**config.mk**
```make
export PLATFORM = sky130hd
export DESIGN_NAME = zmem_arbiter_flat
export DESIGN_NICKNAME = d
export VERILOG_FILES = /design/src/rtl/zmem_arbiter_if.sv /design/src/rtl/zmem_arbiter.sv /design/src/flat_wrapper.sv
export SDC_FILE = /design/constraint.sdc
export NUM_CORES = 1
export LEC_CHECK = 0
export ABC_AREA = 1
export ABC_CLOCK_PERIOD_IN_PS = 3200
export CAP_MARGIN = 30
export CORE_ASPECT_RATIO = 0.9
export CORE_MARGIN = 2
export CORE_UTILIZATION = 25
export CTS_CLUSTER_DIAMETER = 200
export DETAILED_ROUTE_END_ITERATION = 7
export PLACE_DENSITY = 0.56
export SLEW_MARGIN = 20
export SYNTH_ARGS = -nofsm -noshare
export SYNTH_HDL_FRONTEND = slang
export SYNTH_SLANG_ARGS = --single-unit
```
**constraint.sdc**
```tcl
create_clock -name fclk -period 3.2 [get_ports fclk]
set_input_delay 0.32 -clock fclk [delete_from_list [all_inputs] [get_ports fclk]]
set_output_delay 0.32 -clock fclk [all_outputs]
set_load 0.1 [all_outputs]
```
**src/rtl/zmem_arbiter_if.sv**
```systemverilog
// Requester and RAM-side signals of the shared RAM port arbiter.
// slave  : arbiter view (requests and mem_rdata in; handshakes and RAM cycle out)
// master : environment view (requesters plus RAM model)
interface zmem_arbiter_if;
    logic        vid_req;
    logic [21:0] vid_addr;
    logic        cpu_req;
    logic        cpu_rnw;
    logic [21:0] cpu_addr;
    logic [7:0]  cpu_wdata;
    logic        dma_req;
    logic        dma_rnw;
    logic [21:0] dma_addr;
    logic [7:0]  dma_wdata;
    logic        vid_next;
    logic        cpu_next;
    logic        dma_next;
    logic        vid_strobe;
    logic        cpu_strobe;
    logic        dma_strobe;
    logic [7:0]  rdata;
    logic        mem_req;
    logic        mem_rnw;
    logic [21:0] mem_addr;
    logic [7:0]  mem_wdata;
    logic [7:0]  mem_rdata;

    modport slave (
        input  vid_req, vid_addr,
        input  cpu_req, cpu_rnw, cpu_addr, cpu_wdata,
        input  dma_req, dma_rnw, dma_addr, dma_wdata,
        input  mem_rdata,
        output vid_next, cpu_next, dma_next,
        output vid_strobe, cpu_strobe, dma_strobe,
        output rdata,
        output mem_req, mem_rnw, mem_addr, mem_wdata
    );

    modport master (
        output vid_req, vid_addr,
        output cpu_req, cpu_rnw, cpu_addr, cpu_wdata,
        output dma_req, dma_rnw, dma_addr, dma_wdata,
        output mem_rdata,
        input  vid_next, cpu_next, dma_next,
        input  vid_strobe, cpu_strobe, dma_strobe,
        input  rdata,
        input  mem_req, mem_rnw, mem_addr, mem_wdata
    );
endinterface

```
**src/rtl/zmem_arbiter.sv**
```systemverilog
// Shares the external 4 MB RAM port between video fetch, Z80 and DMA.
// Fixed-length RAM cycles; video has priority but is limited to VID_BURST
// consecutive grants while cpu/dma wait; cpu and dma alternate round-robin.
//
// state | meaning
// ------+------------------------------------------------------------
// IDLE  | no RAM cycle; every edge is an arbitrate point
// BUSY  | RAM cycle in progress, cnt 0..CYCLE_LEN-1; last count arbitrates
module zmem_arbiter #(
    parameter int CYCLE_LEN = 4,
    parameter int VID_BURST = 3
) (
    input  logic           fclk,
    input  logic           rst,
    zmem_arbiter_if.slave  bus
);

    localparam int RUN_W = (VID_BURST < 1) ? 1 : $clog2(VID_BURST + 1);
    localparam logic [3:0]       CNT_LAST = 4'(CYCLE_LEN - 1);
    localparam logic [RUN_W-1:0] RUN_MAX  = RUN_W'(VID_BURST);

    typedef enum logic {
        ST_IDLE,
        ST_BUSY
    } state_t;

    typedef enum logic [1:0] {
        OWN_NONE,
        OWN_VID,
        OWN_CPU,
        OWN_DMA
    } owner_t;

    state_t           state_q, state_d;
    owner_t           owner_q, win;
    logic [3:0]       cnt_q;
    logic [RUN_W-1:0] vid_run_q;
    logic             rr_q;          // 0: cpu preferred, 1: dma preferred
    logic             cyc_end;
    logic             arb;
    logic             vid_blocked;

    // state register
    always_ff @(posedge fclk) begin
        if (rst) state_q <= ST_IDLE;
        else     state_q <= state_d;
    end

    // arbitration and next state
    always_comb begin
        cyc_end     = (state_q == ST_BUSY) && (cnt_q == CNT_LAST);
        arb         = (state_q == ST_IDLE) || cyc_end;
        vid_blocked = (vid_run_q == RUN_MAX) && (bus.cpu_req || bus.dma_req);
        win         = OWN_NONE;
        state_d     = state_q;
        if (arb) begin
            if (bus.vid_req && !vid_blocked)     win = OWN_VID;
            else if (bus.cpu_req && bus.dma_req) win = rr_q ? OWN_DMA : OWN_CPU;
            else if (bus.cpu_req)                win = OWN_CPU;
            else if (bus.dma_req)                win = OWN_DMA;
            state_d = (win != OWN_NONE) ? ST_BUSY : ST_IDLE;
        end
    end

    // RAM cycle sequencing, handshake pulses and read data capture
    always_ff @(posedge fclk) begin
        if (rst) begin
            cnt_q          <= '0;
            vid_run_q      <= '0;
            rr_q           <= 1'b0;
            owner_q        <= OWN_NONE;
            bus.vid_next   <= 1'b0;
            bus.cpu_next   <= 1'b0;
            bus.dma_next   <= 1'b0;
            bus.vid_strobe <= 1'b0;
            bus.cpu_strobe <= 1'b0;
            bus.dma_strobe <= 1'b0;
            bus.rdata      <= '0;
            bus.mem_req    <= 1'b0;
            bus.mem_rnw    <= 1'b0;
            bus.mem_addr   <= '0;
            bus.mem_wdata  <= '0;
        end else begin
            bus.vid_next   <= 1'b0;
            bus.cpu_next   <= 1'b0;
            bus.dma_next   <= 1'b0;
            bus.vid_strobe <= 1'b0;
            bus.cpu_strobe <= 1'b0;
            bus.dma_strobe <= 1'b0;

            if (state_q == ST_BUSY && !cyc_end)
                cnt_q <= cnt_q + 4'd1;

            if (cyc_end) begin
                case (owner_q)
                    OWN_VID: bus.vid_strobe <= 1'b1;
                    OWN_CPU: bus.cpu_strobe <= 1'b1;
                    OWN_DMA: bus.dma_strobe <= 1'b1;
                    default: ;
                endcase
                if (bus.mem_rnw)  bus.rdata <= bus.mem_rdata;
                if (!bus.vid_req) vid_run_q <= '0;
            end

            if (arb) begin
                owner_q <= win;
                case (win)
                    OWN_VID: begin
                        bus.mem_req  <= 1'b1;
                        bus.mem_rnw  <= 1'b1;
                        bus.mem_addr <= bus.vid_addr;
                        bus.vid_next <= 1'b1;
                        cnt_q        <= '0;
                        if (vid_run_q != RUN_MAX) vid_run_q <= vid_run_q + 1'b1;
                    end
                    OWN_CPU: begin
                        bus.mem_req   <= 1'b1;
                        bus.mem_rnw   <= bus.cpu_rnw;
                        bus.mem_addr  <= bus.cpu_addr;
                        bus.mem_wdata <= bus.cpu_wdata;
                        bus.cpu_next  <= 1'b1;
                        cnt_q         <= '0;
                        rr_q          <= 1'b1;
                        vid_run_q     <= '0;
                    end
                    OWN_DMA: begin
                        bus.mem_req   <= 1'b1;
                        bus.mem_rnw   <= bus.dma_rnw;
                        bus.mem_addr  <= bus.dma_addr;
                        bus.mem_wdata <= bus.dma_wdata;
                        bus.dma_next  <= 1'b1;
                        cnt_q         <= '0;
                        rr_q          <= 1'b0;
                        vid_run_q     <= '0;
                    end
                    default: begin
                        bus.mem_req <= 1'b0;
                    end
                endcase
            end
        end
    end

endmodule

```
**src/flat_wrapper.sv**
```systemverilog
// flat-port wrapper written by rule: the top's interface ports become plain ports
module zmem_arbiter_flat 
#(
    parameter int CYCLE_LEN = 4,
    parameter int VID_BURST = 3
)
  (fclk, rst, bus_vid_req, bus_vid_addr, bus_cpu_req, bus_cpu_rnw, bus_cpu_addr, bus_cpu_wdata, bus_dma_req, bus_dma_rnw, bus_dma_addr, bus_dma_wdata, bus_mem_rdata, bus_vid_next, bus_cpu_next, bus_dma_next, bus_vid_strobe, bus_cpu_strobe, bus_dma_strobe, bus_rdata, bus_mem_req, bus_mem_rnw, bus_mem_addr, bus_mem_wdata);
  zmem_arbiter_if bus_i ();
  input  logic fclk;
  input  logic rst;
  input wire logic [$bits(bus_i.vid_req)-1:0] bus_vid_req;
  input wire logic [$bits(bus_i.vid_addr)-1:0] bus_vid_addr;
  input wire logic [$bits(bus_i.cpu_req)-1:0] bus_cpu_req;
  input wire logic [$bits(bus_i.cpu_rnw)-1:0] bus_cpu_rnw;
  input wire logic [$bits(bus_i.cpu_addr)-1:0] bus_cpu_addr;
  input wire logic [$bits(bus_i.cpu_wdata)-1:0] bus_cpu_wdata;
  input wire logic [$bits(bus_i.dma_req)-1:0] bus_dma_req;
  input wire logic [$bits(bus_i.dma_rnw)-1:0] bus_dma_rnw;
  input wire logic [$bits(bus_i.dma_addr)-1:0] bus_dma_addr;
  input wire logic [$bits(bus_i.dma_wdata)-1:0] bus_dma_wdata;
  input wire logic [$bits(bus_i.mem_rdata)-1:0] bus_mem_rdata;
  output wire logic [$bits(bus_i.vid_next)-1:0] bus_vid_next;
  output wire logic [$bits(bus_i.cpu_next)-1:0] bus_cpu_next;
  output wire logic [$bits(bus_i.dma_next)-1:0] bus_dma_next;
  output wire logic [$bits(bus_i.vid_strobe)-1:0] bus_vid_strobe;
  output wire logic [$bits(bus_i.cpu_strobe)-1:0] bus_cpu_strobe;
  output wire logic [$bits(bus_i.dma_strobe)-1:0] bus_dma_strobe;
  output wire logic [$bits(bus_i.rdata)-1:0] bus_rdata;
  output wire logic [$bits(bus_i.mem_req)-1:0] bus_mem_req;
  output wire logic [$bits(bus_i.mem_rnw)-1:0] bus_mem_rnw;
  output wire logic [$bits(bus_i.mem_addr)-1:0] bus_mem_addr;
  output wire logic [$bits(bus_i.mem_wdata)-1:0] bus_mem_wdata;
  assign bus_i.vid_req = bus_vid_req;
  assign bus_i.vid_addr = bus_vid_addr;
  assign bus_i.cpu_req = bus_cpu_req;
  assign bus_i.cpu_rnw = bus_cpu_rnw;
  assign bus_i.cpu_addr = bus_cpu_addr;
  assign bus_i.cpu_wdata = bus_cpu_wdata;
  assign bus_i.dma_req = bus_dma_req;
  assign bus_i.dma_rnw = bus_dma_rnw;
  assign bus_i.dma_addr = bus_dma_addr;
  assign bus_i.dma_wdata = bus_dma_wdata;
  assign bus_i.mem_rdata = bus_mem_rdata;
  assign bus_vid_next = bus_i.vid_next;
  assign bus_cpu_next = bus_i.cpu_next;
  assign bus_dma_next = bus_i.dma_next;
  assign bus_vid_strobe = bus_i.vid_strobe;
  assign bus_cpu_strobe = bus_i.cpu_strobe;
  assign bus_dma_strobe = bus_i.dma_strobe;
  assign bus_rdata = bus_i.rdata;
  assign bus_mem_req = bus_i.mem_req;
  assign bus_mem_rnw = bus_i.mem_rnw;
  assign bus_mem_addr = bus_i.mem_addr;
  assign bus_mem_wdata = bus_i.mem_wdata;
  zmem_arbiter #(.CYCLE_LEN(CYCLE_LEN), .VID_BURST(VID_BURST)) u_core (.fclk(fclk), .rst(rst), .bus(bus_i));
endmodule
```
Word-level counts from Yosys, hierarchy flattened:

Cells that the tools add are included.

* output and inout port bits: 46
* input bits: 97
* word-level logic and storage cells: 76
* bits in registers: 56

* bitwise gates (word level): 3
* eq/ne operators: 9
* reduce and logical (&&, ||, !) cells: 19
* muxes and demuxes: 27
* $add $sub $neg: 2

Operators by type and width (count)
* $pmux W22 S3: 1
* $mux W2: 10
* $pmux W8 S2: 1
* $mux W4: 3
* $eq A2 B2 Y1 const B: 5
* $mux W1: 9
* $reduce_and A2 Y1: 3
* $reduce_or A2 Y1: 3
* $logic_and A1 B1 Y1: 5
* $add A4 B1 Y4 const B: 1
* $eq A2 B1 Y1 const B: 2
* $eq A4 B2 Y1 const B: 1
* $pmux W2 S2: 1
* $reduce_bool A2 Y1: 2
* $not A1 Y1: 3
* $pmux W1 S3: 1
* $reduce_bool A3 Y1: 1
* $reduce_or A3 Y1: 1
* $add A2 B1 Y2 const B: 1
* $logic_not A1 Y1: 2
* $logic_or A1 B1 Y1: 2
* $ne A2 B2 Y1 const B: 1
* $pmux W1 S2: 1

Logic depth before layout (Yosys ltp):

Gate-level depths: netlist (run 1).

* depth after elaboration: 11
* depth in mapped cells: 10
* mapped depth without buffers: 9

Worst setup path before layout (run 1):

OpenSTA, ideal clock, no wires.

* kind: register to register
* from: register u_core.bus.mem_rnw
* to: register u_core.bus.rdata[0]
* stages on the path, launching flop included: 5
* setup time: 0.132 ns
* period minus slack after synthesis: 1.740 ns
* arrival time: 1.608 ns
* setup slack: 1.460 ns
* path buffers: 1
* required time: 3.068 ns
* cell sequence: dfxtp_1 -> clkbuf_1 -> nand2_1 -> nand2_1 -> a21oi_1

* longest elaborated chain between the ends: 1

Ends and longest elaborated chain
* from (decl): line zmem_arbiter_if.sv:36 `output mem_req, mem_rnw, mem_addr, mem_wdata`
* from (signal assigned): line zmem_arbiter.sv:118 `bus.mem_rnw <= bus.cpu_rnw;`
* from (signal assigned): line zmem_arbiter.sv:128 `bus.mem_rnw <= bus.dma_rnw;`
* $reduce_and A2 Y1 (no line)
* to (signal assigned): line zmem_arbiter.sv:101 `if (bus.mem_rnw) bus.rdata <= bus.mem_rdata;`
* to (decl): line zmem_arbiter_if.sv:35 `output rdata,`

Every way passes these cells.
A chain may end at the register's enable or synchronous reset.

Worst setup path in the final report (run 1):

* from: register u_core.cnt_q[0]
* to: register u_core.bus.mem_rnw

* longest elaborated chain between the ends: 7
* elaborated cells on any way between the ends: 10
* those cells by class: eq/ne: 4; mux: 2; reduce/logical: 4

Ends and longest elaborated chain
* from (decl): line zmem_arbiter.sv:36 `logic [3:0] cnt_q;`
* from (signal assigned): line zmem_arbiter.sv:92 `cnt_q <= cnt_q + 4'd1;`
* $eq A4 B2 Y1 *: line zmem_arbiter.sv:51 `cyc_end = (state_q == ST_BUSY) && (cnt_q == CNT_LAST);`
* $logic_and A1 B1 Y1 *: line zmem_arbiter.sv:51
* $logic_or A1 B1 Y1 *: line zmem_arbiter.sv:52 `arb = (state_q == ST_IDLE) || cyc_end;`
* $mux W2: line zmem_arbiter.sv:56 `if (arb) begin`
* $eq A2 B1 Y1 or $eq A2 B2 Y1 (tied branches): line zmem_arbiter.sv:107 `case (win)`
* $reduce_bool A3 Y1 (no line)
* $reduce_and A2 Y1 (no line)

Every way passes the cells marked *; elsewhere a longest branch is shown, timed or not.

==> results_dict.tcl, run 1 <==
set metrics [dict create \
    relSlewSlack_pct 32.2 \
    worstSetupEndpointType "flop" \
    p_per_area_mw_per_mm2 458 \
    synth_compound_area_share_pct 5.03 \
    hold_buffers 0 \
    core_mm2 0.0115 \
    min_period_ps 2460 \
    reg2reg_from "u_core.cnt_q[0]$_SDFF_PP0_" \
    syn_inst 466 \
    drc 0 \
    clock-skew-final_ps 7.81 \
    slew_viol_final 0 \
    power.leakage_nw 2.01 \
    die_w_um 119 \
    min_path_type "reg -> reg" \
    yosys.area_share.simple_pct 46.0 \
    synth_xor_area_share_pct 0.296 \
    synth_warnings 0 \
    nNetsFinal 692 \
    synth_top_family_by_area "simple AND/OR/NAND/NOR gates" \
    final_layout_size_suffix_gt1_share_pct 4.88 \
    cts_tree "yes" \
    die-area_mm2 0.0127 \
    ios 143 \
    timing.final.crit_share_pct 77.0 \
    grt_max_degree 53 \
    synthAdderAreaFrac_pct 0.845 \
    netlist_area_mm2 0.00296 \
    cts_setup_buffers 0 \
    yosys-top-cells-area "dfxtp_1, nand2_1, nand4_1, nor2_1, nand3_1" \
    synth_seq_area_share_pct 37.8 \
    cap_violations 0 \
    crit_required_ps 3380 \
    avgViaCountPerCell 4.47 \
    fmax_mhz 406 \
    fin_total_pwr_w 0.00214 \
    cts_max_level 2 \
    status "complete, no violations" \
    dr.pass1.iters 4 \
    finalHoldViolCount 0 \
    yosysTopAreaCellShare_pct 37.8 \
    worst_pin_slew_ps 1010 \
    dpl.cell_count 742 \
    die_h_um 107 \
    routed_wl_mm 10.3 \
    ctsResizeCount 0 \
    peakVddDrop_mv 0.241 \
    layout_commonest_cell "nand2_1" \
    syn2layout_area_growth_pct 57.2 \
    diodes 0 \
    rsz0062_at_grt "false" \
    clk_pin_slew_ps 70 \
    overflow 0 \
    cts_root_buffer "clkbuf_16" \
    synth_top_area_cell "dfxtp_1" \
    ys_types 23 \
    grt_pass1_wl_mm 17.0 \
    worstPathMaxFanout 31 \
    crit_type "reg -> reg" \
    vias 3349 \
    gp_congestion 0.808 \
    finalNonFillerCells 750 \
    ys_ff_latch 56 \
    track_usage_pct 16.5 \
    antenna_found_initial 0 \
    initialDrtViolationCount 181 \
    avgSynthCellArea_um2 6.36 \
    antenna_left 0 \
    synth_nets 565 \
    holdWs_ps 457 \
    fillers 1266 \
    cp-startpoint "u_core.cnt_q[0]$_SDFF_PP0_" \
    finalSetupViolations 0 \
    cts_inserted_buffers 5 \
    finalSetupTns_ps 0 \
    start_kind "flop" \
    cts_buffer_depth 2 \
    clkSinkCount 56 \
    start_util_pct 25.8 \
    rows 37 \
    wire_per_inst_um 13.8 \
    clkLatencyLatePin_ps 290 \
    min-delay-start "u_core.owner_q[0]$_SDFFE_PP0N_" \
    synthMuxAreaShare_pct 0 \
    arrival_ps 2640 \
    final_cell_mix "nand2_1, clkdlybuf4s50_1, dfxtp_1" \
    io_buffers 142 \
    grt_pass1_vias 3298 \
    hpwlAfterDp_mm 7.58 \
]
final cells by class:
class | count | area [um^2] | share of cell area, %
Clock inverter | 3 | 23.8 | 0.510
Inverter | 44 | 165 | 3.55
Tap cell | 156 | 195 | 4.19
Sequential cell | 56 | 1120 | 24.1
Timing Repair Buffer | 150 | 1480 | 31.7
Clock buffer | 5 | 125 | 2.69
Multi-Input combinational cell | 336 | 1550 | 33.3
state kept, by name (all words and copies together), names as in the netlist:
| name | count |
|---|---|
| u_core.vid_run_q | 2 |
| u_core.bus.dma_next | 1 |
| u_core.bus.vid_next | 1 |
| u_core.rr_q | 1 |
| u_core.bus.dma_strobe | 1 |
| u_core.bus.mem_req | 1 |
| u_core.bus.mem_addr | 22 |
| u_core.owner_q | 2 |
| u_core.bus.mem_rnw | 1 |
| u_core.bus.vid_strobe | 1 |
| u_core.cnt_q | 4 |
| u_core.bus.mem_wdata | 8 |
| u_core.state_q | 1 |
| u_core.bus.rdata | 8 |
| u_core.bus.cpu_strobe | 1 |
| u_core.bus.cpu_next | 1 |
report_power, final:
part	total, W	internal (W)	switching [W]
registers	0.000783	0.000748	0.0000346
logic	0.000808	0.000258	0.000551
clock network	0.000544	0.000292	0.000252
total	0.00214	0.00130	0.000837
metrics by stage:
stage / setup slack [ps] / utilization (%) / area [um^2]
5_1_grt: 447 / 40.6 / 4660
3_3_place_gp: 728 / 39.3 / 4510
3_5_place_dp: 697 / 39.3 / 4510
6_report: 737 / 40.6 / 4660
2_1_floorplan: 1460 / - / 2960
4_1_cts: 717 / 40.6 / 4660
final timing paths:
| kind | end | slack (ps) | cells after the start |
|---|---|---|---|
| max | u_core.bus.mem_rnw$_SDFFE_PP0P_ | 740 | 9 |
| min | u_core.bus.cpu_strobe$_SDFF_PP0_ | 460 | 1 |
| max reg2reg | u_core.bus.mem_rnw$_SDFFE_PP0P_ | 740 | 9 |
| min reg2reg | u_core.bus.cpu_strobe$_SDFF_PP0_ | 460 | 1 |
kinds of logic after synthesis:
logic type,Yosys count
xor gates and xnor gates,1
adders and majority gates,2
and+or+nand+nor,308
DFF,56
buffers and inverters,74
AOI/OAI and AO/OA,25
critical path, stage by stage (launching register included):
cell     delay (ps)
dfxtp_1         380
ha_1            210
nand3_1         100
nand2_2         450
nand2_1         400
buf_4           300
inv_2           100
nand2_1          90
o21ai_0         240
nor2_1           60
cell usage after synthesis, drive strengths merged:
cell	count
buf	12
clkinv	2
nor2	56
xor2	1
a31oi	1
o21ai	7
dfxtp	56
nor3	7
a21oi	17
clkbuf	18
nand2	159
inv	42
ha	2
nand4	52
nand3	33
or2	1
layer usage:
layer	GRT usage, %	vias to the layer above	part of all wire [%]
met2	28.6	84	49
met1	21.2	1501	45
met3	3.07	6	5.3
met5	0	-	0
li1	-	1758	-
met4	3.74	0	0.92
Note: power is estimated with default switching activity, not from simulation.
==> run 2: changes to the inputs <==
--- a/config.mk
+++ b/config.mk
@@ -6,7 +6,7 @@
 export NUM_CORES = 1
 export LEC_CHECK = 0
 export ABC_AREA = 1
-export ABC_CLOCK_PERIOD_IN_PS = 3200
+export ABC_CLOCK_PERIOD_IN_PS = 2300
 export CAP_MARGIN = 30
 export CORE_ASPECT_RATIO = 0.9
 export CORE_MARGIN = 2
==> constraint.sdc (replaced) <==
create_clock -name fclk -period 2.3 [get_ports fclk]
set_input_delay 0.23 -clock fclk [delete_from_list [all_inputs] [get_ports fclk]]
set_output_delay 0.23 -clock fclk [all_outputs]
set_load 0.1 [all_outputs]
==> results_dict.tcl, run 2 (same netlist as run 1, synthesis figures left out) <==
set metrics [dict create \
    dpl_cell_area_mm2 0.00445 \
    multi_input_area_mm2 0.00155 \
    fmax_mhz 521 \
    regToRegEndpoint "u_core.bus.mem_addr[18]$_SDFFE_PP0P_" \
    cts_tree "yes" \
    vias 3402 \
    cts_inserted_buffers 5 \
    cts_buffer_depth 2 \
    clock-skew-final_ps 7.67 \
    hold_buffers 0 \
    cap_violations 0 \
    share_seq_of_total_power_pct 36.3 \
    grt_pass1_vias 3221 \
    arrival_ps 2110 \
    fillers 1260 \
    antenna_left 0 \
    grt_pass1_wl_mm 16.2 \
    overflow 0 \
    io_buffers 142 \
    core_mm2 0.0115 \
    ff2ff_setup_slack_ps 380 \
    reg2reg_from "u_core.cnt_q[0]$_SDFF_PP0_" \
    p_int_w 0.00181 \
    nNetsFinal 699 \
    hpwlAfterDp_mm 7.38 \
    clkSinkCount 56 \
    avgViaCountPerCell 4.49 \
    diodes 0 \
    wire_per_inst_um 13.3 \
    dr.pass1.iters 4 \
    ios 143 \
    clkLatencyLatePin_ps 300 \
    start_util_pct 25.8 \
    initialDrtViolationCount 178 \
    rows 37 \
    area.sequential_mm2 0.00112 \
    peakVddDrop_mv 0.338 \
    holdWs_ps 453 \
    switchingPower_w 0.00119 \
    crit_required_ps 2490 \
    worstRegToRegCells 9 \
    cts_setup_buffers 0 \
    min_period_ps 1920 \
    final_layout_size_suffix_gt1_share_pct 13.5 \
    die-area_mm2 0.0127 \
    fin_area_mm2 0.00460 \
    worst_pin_slew_ps 538 \
    clkPwrFrac_pct 26.4 \
    timing.final.crit_share_pct 83.4 \
    die_h_um 107 \
    rsz0062_at_grt "false" \
    antenna_found_initial 0 \
    p_per_area_mw_per_mm2 652 \
    reg_top3 "u_core.bus.mem_addr: 22 flops, u_core.bus.mem_wdata: 8 flops, u_core.bus.rdata: 8 flops" \
    die_w_um 119 \
    drc 0 \
    power.leakage_nw 2.13 \
    p_sw_share_pct 39.8 \
    cts_root_buffer "clkbuf_16" \
    regMostFlops "u_core.bus.mem_addr" \
    routed_wl_mm 10.1 \
    clk_pin_slew_ps 70 \
    crit_type "reg -> reg" \
    relSlewSlack_pct 64.1 \
    start_kind "flop" \
    finalHoldViolCount 0 \
    finalSetupTns_ps 0 \
    cts_max_level 2 \
    holdPathStages 1 \
    min_path_type "reg -> reg" \
    ctsResizeCount 0 \
    worstSetupEndpointType "flop" \
    worstPathMaxFanout 21 \
    syn2layout_area_growth_pct 55.3 \
    whs_endpoint "u_core.bus.cpu_strobe$_SDFF_PP0_" \
    finalSetupViolations 0 \
    layout_commonest_cell "nand2_1" \
    min-delay-start "u_core.owner_q[0]$_SDFFE_PP0N_" \
    gp_congestion 0.823 \
    largest_reg_flops 22 \
    slew_viol_final 0 \
    track_usage_pct 15.6 \
    fin_util_pct 40.1 \
    power.share.combinational_pct 37.3 \
    grt_max_degree 53 \
    status "complete, no violations" \
    final_cell_mix "nand2_1, clkdlybuf4s50_1, buf_4" \
]
==> run 2: cell types whose count changed in the layout (fill, tap and decap cells not counted), sizes merged <==
cell / delta
buf: +52
clkdlybuf4s50: -45
clkinvlp: -1
inv: +1
==> run 2: metal layers <==
metal  global-route usage [%]  share of wire (%)  vias up
met5                        0                  0        -
met4                     4.08                1.6        0
met3                     3.28                5.8       11
met2                     26.4                 48      102
met1                     20.3                 45     1517
li1                         -                  -     1772
==> run 2: cell type report <==
| class | count | area share [%] |
|---|---|---|
| clock buffers | 5 | 2.72 |
| clock inverters | 3 | 0.598 |
| inverters | 44 | 3.59 |
| multi-input cells | 336 | 33.7 |
| flip-flops and latches | 56 | 24.4 |
| well taps | 156 | 4.24 |
| repair buffers | 157 | 30.8 |
==> run 2: worst max path at each step <==
stage	startpoint	endpoint	slack (ps)	depth (start not counted)
after global routing	u_core.cnt_q[0]$_SDFF_PP0_	u_core.bus.mem_addr[5]$_SDFFE_PP0P_	120	9
after global placement	bus_dma_req	u_core.bus.mem_addr[8]$_SDFFE_PP0P_	230	8
after CTS	u_core.cnt_q[0]$_SDFF_PP0_	u_core.bus.mem_addr[17]$_SDFFE_PP0P_	370	9
after floorplan	u_core.bus.mem_rnw$_SDFFE_PP0P_	u_core.bus.rdata[0]$_SDFFE_PP0P_	560	4
final	u_core.cnt_q[0]$_SDFF_PP0_	u_core.bus.mem_addr[18]$_SDFFE_PP0P_	380	9
after detailed placement	bus_dma_req	u_core.bus.mem_addr[17]$_SDFFE_PP0P_	210	8
==> run 2: power by group through the flow <==
stage	Combinational [W]	Clock, W	Sequential [W]
CTS	0.00112	0.000826	0.00109
finish	0.00112	0.000792	0.00109
floorplan	0.000332	0	0.00153
global placement	0.00112	0	0.00111
global route	0.00120	0.000851	0.00110
detailed placement	0.00112	0	0.00111
==> run 2: through the flow <==
step | worst slack (ps) | power, W | instances
finish | 382 | 0.00300 | 757
global route | 125 | 0.00315 | 757
CTS | 370 | 0.00304 | 757
detailed placement | 211 | 0.00223 | 749
global placement | 228 | 0.00223 | 749
floorplan | 560 | 0.00186 | 466
==> run 2: worst max-delay path, stage by stage (launching register included) <==
cell,delay (ps)
dfxtp_1,370
ha_1,210
nand3_1,100
nand2_2,90
buf_4,260
nand2_1,190
nand2_2,330
nand2_1,100
nor2_1,110
nor2_1,40
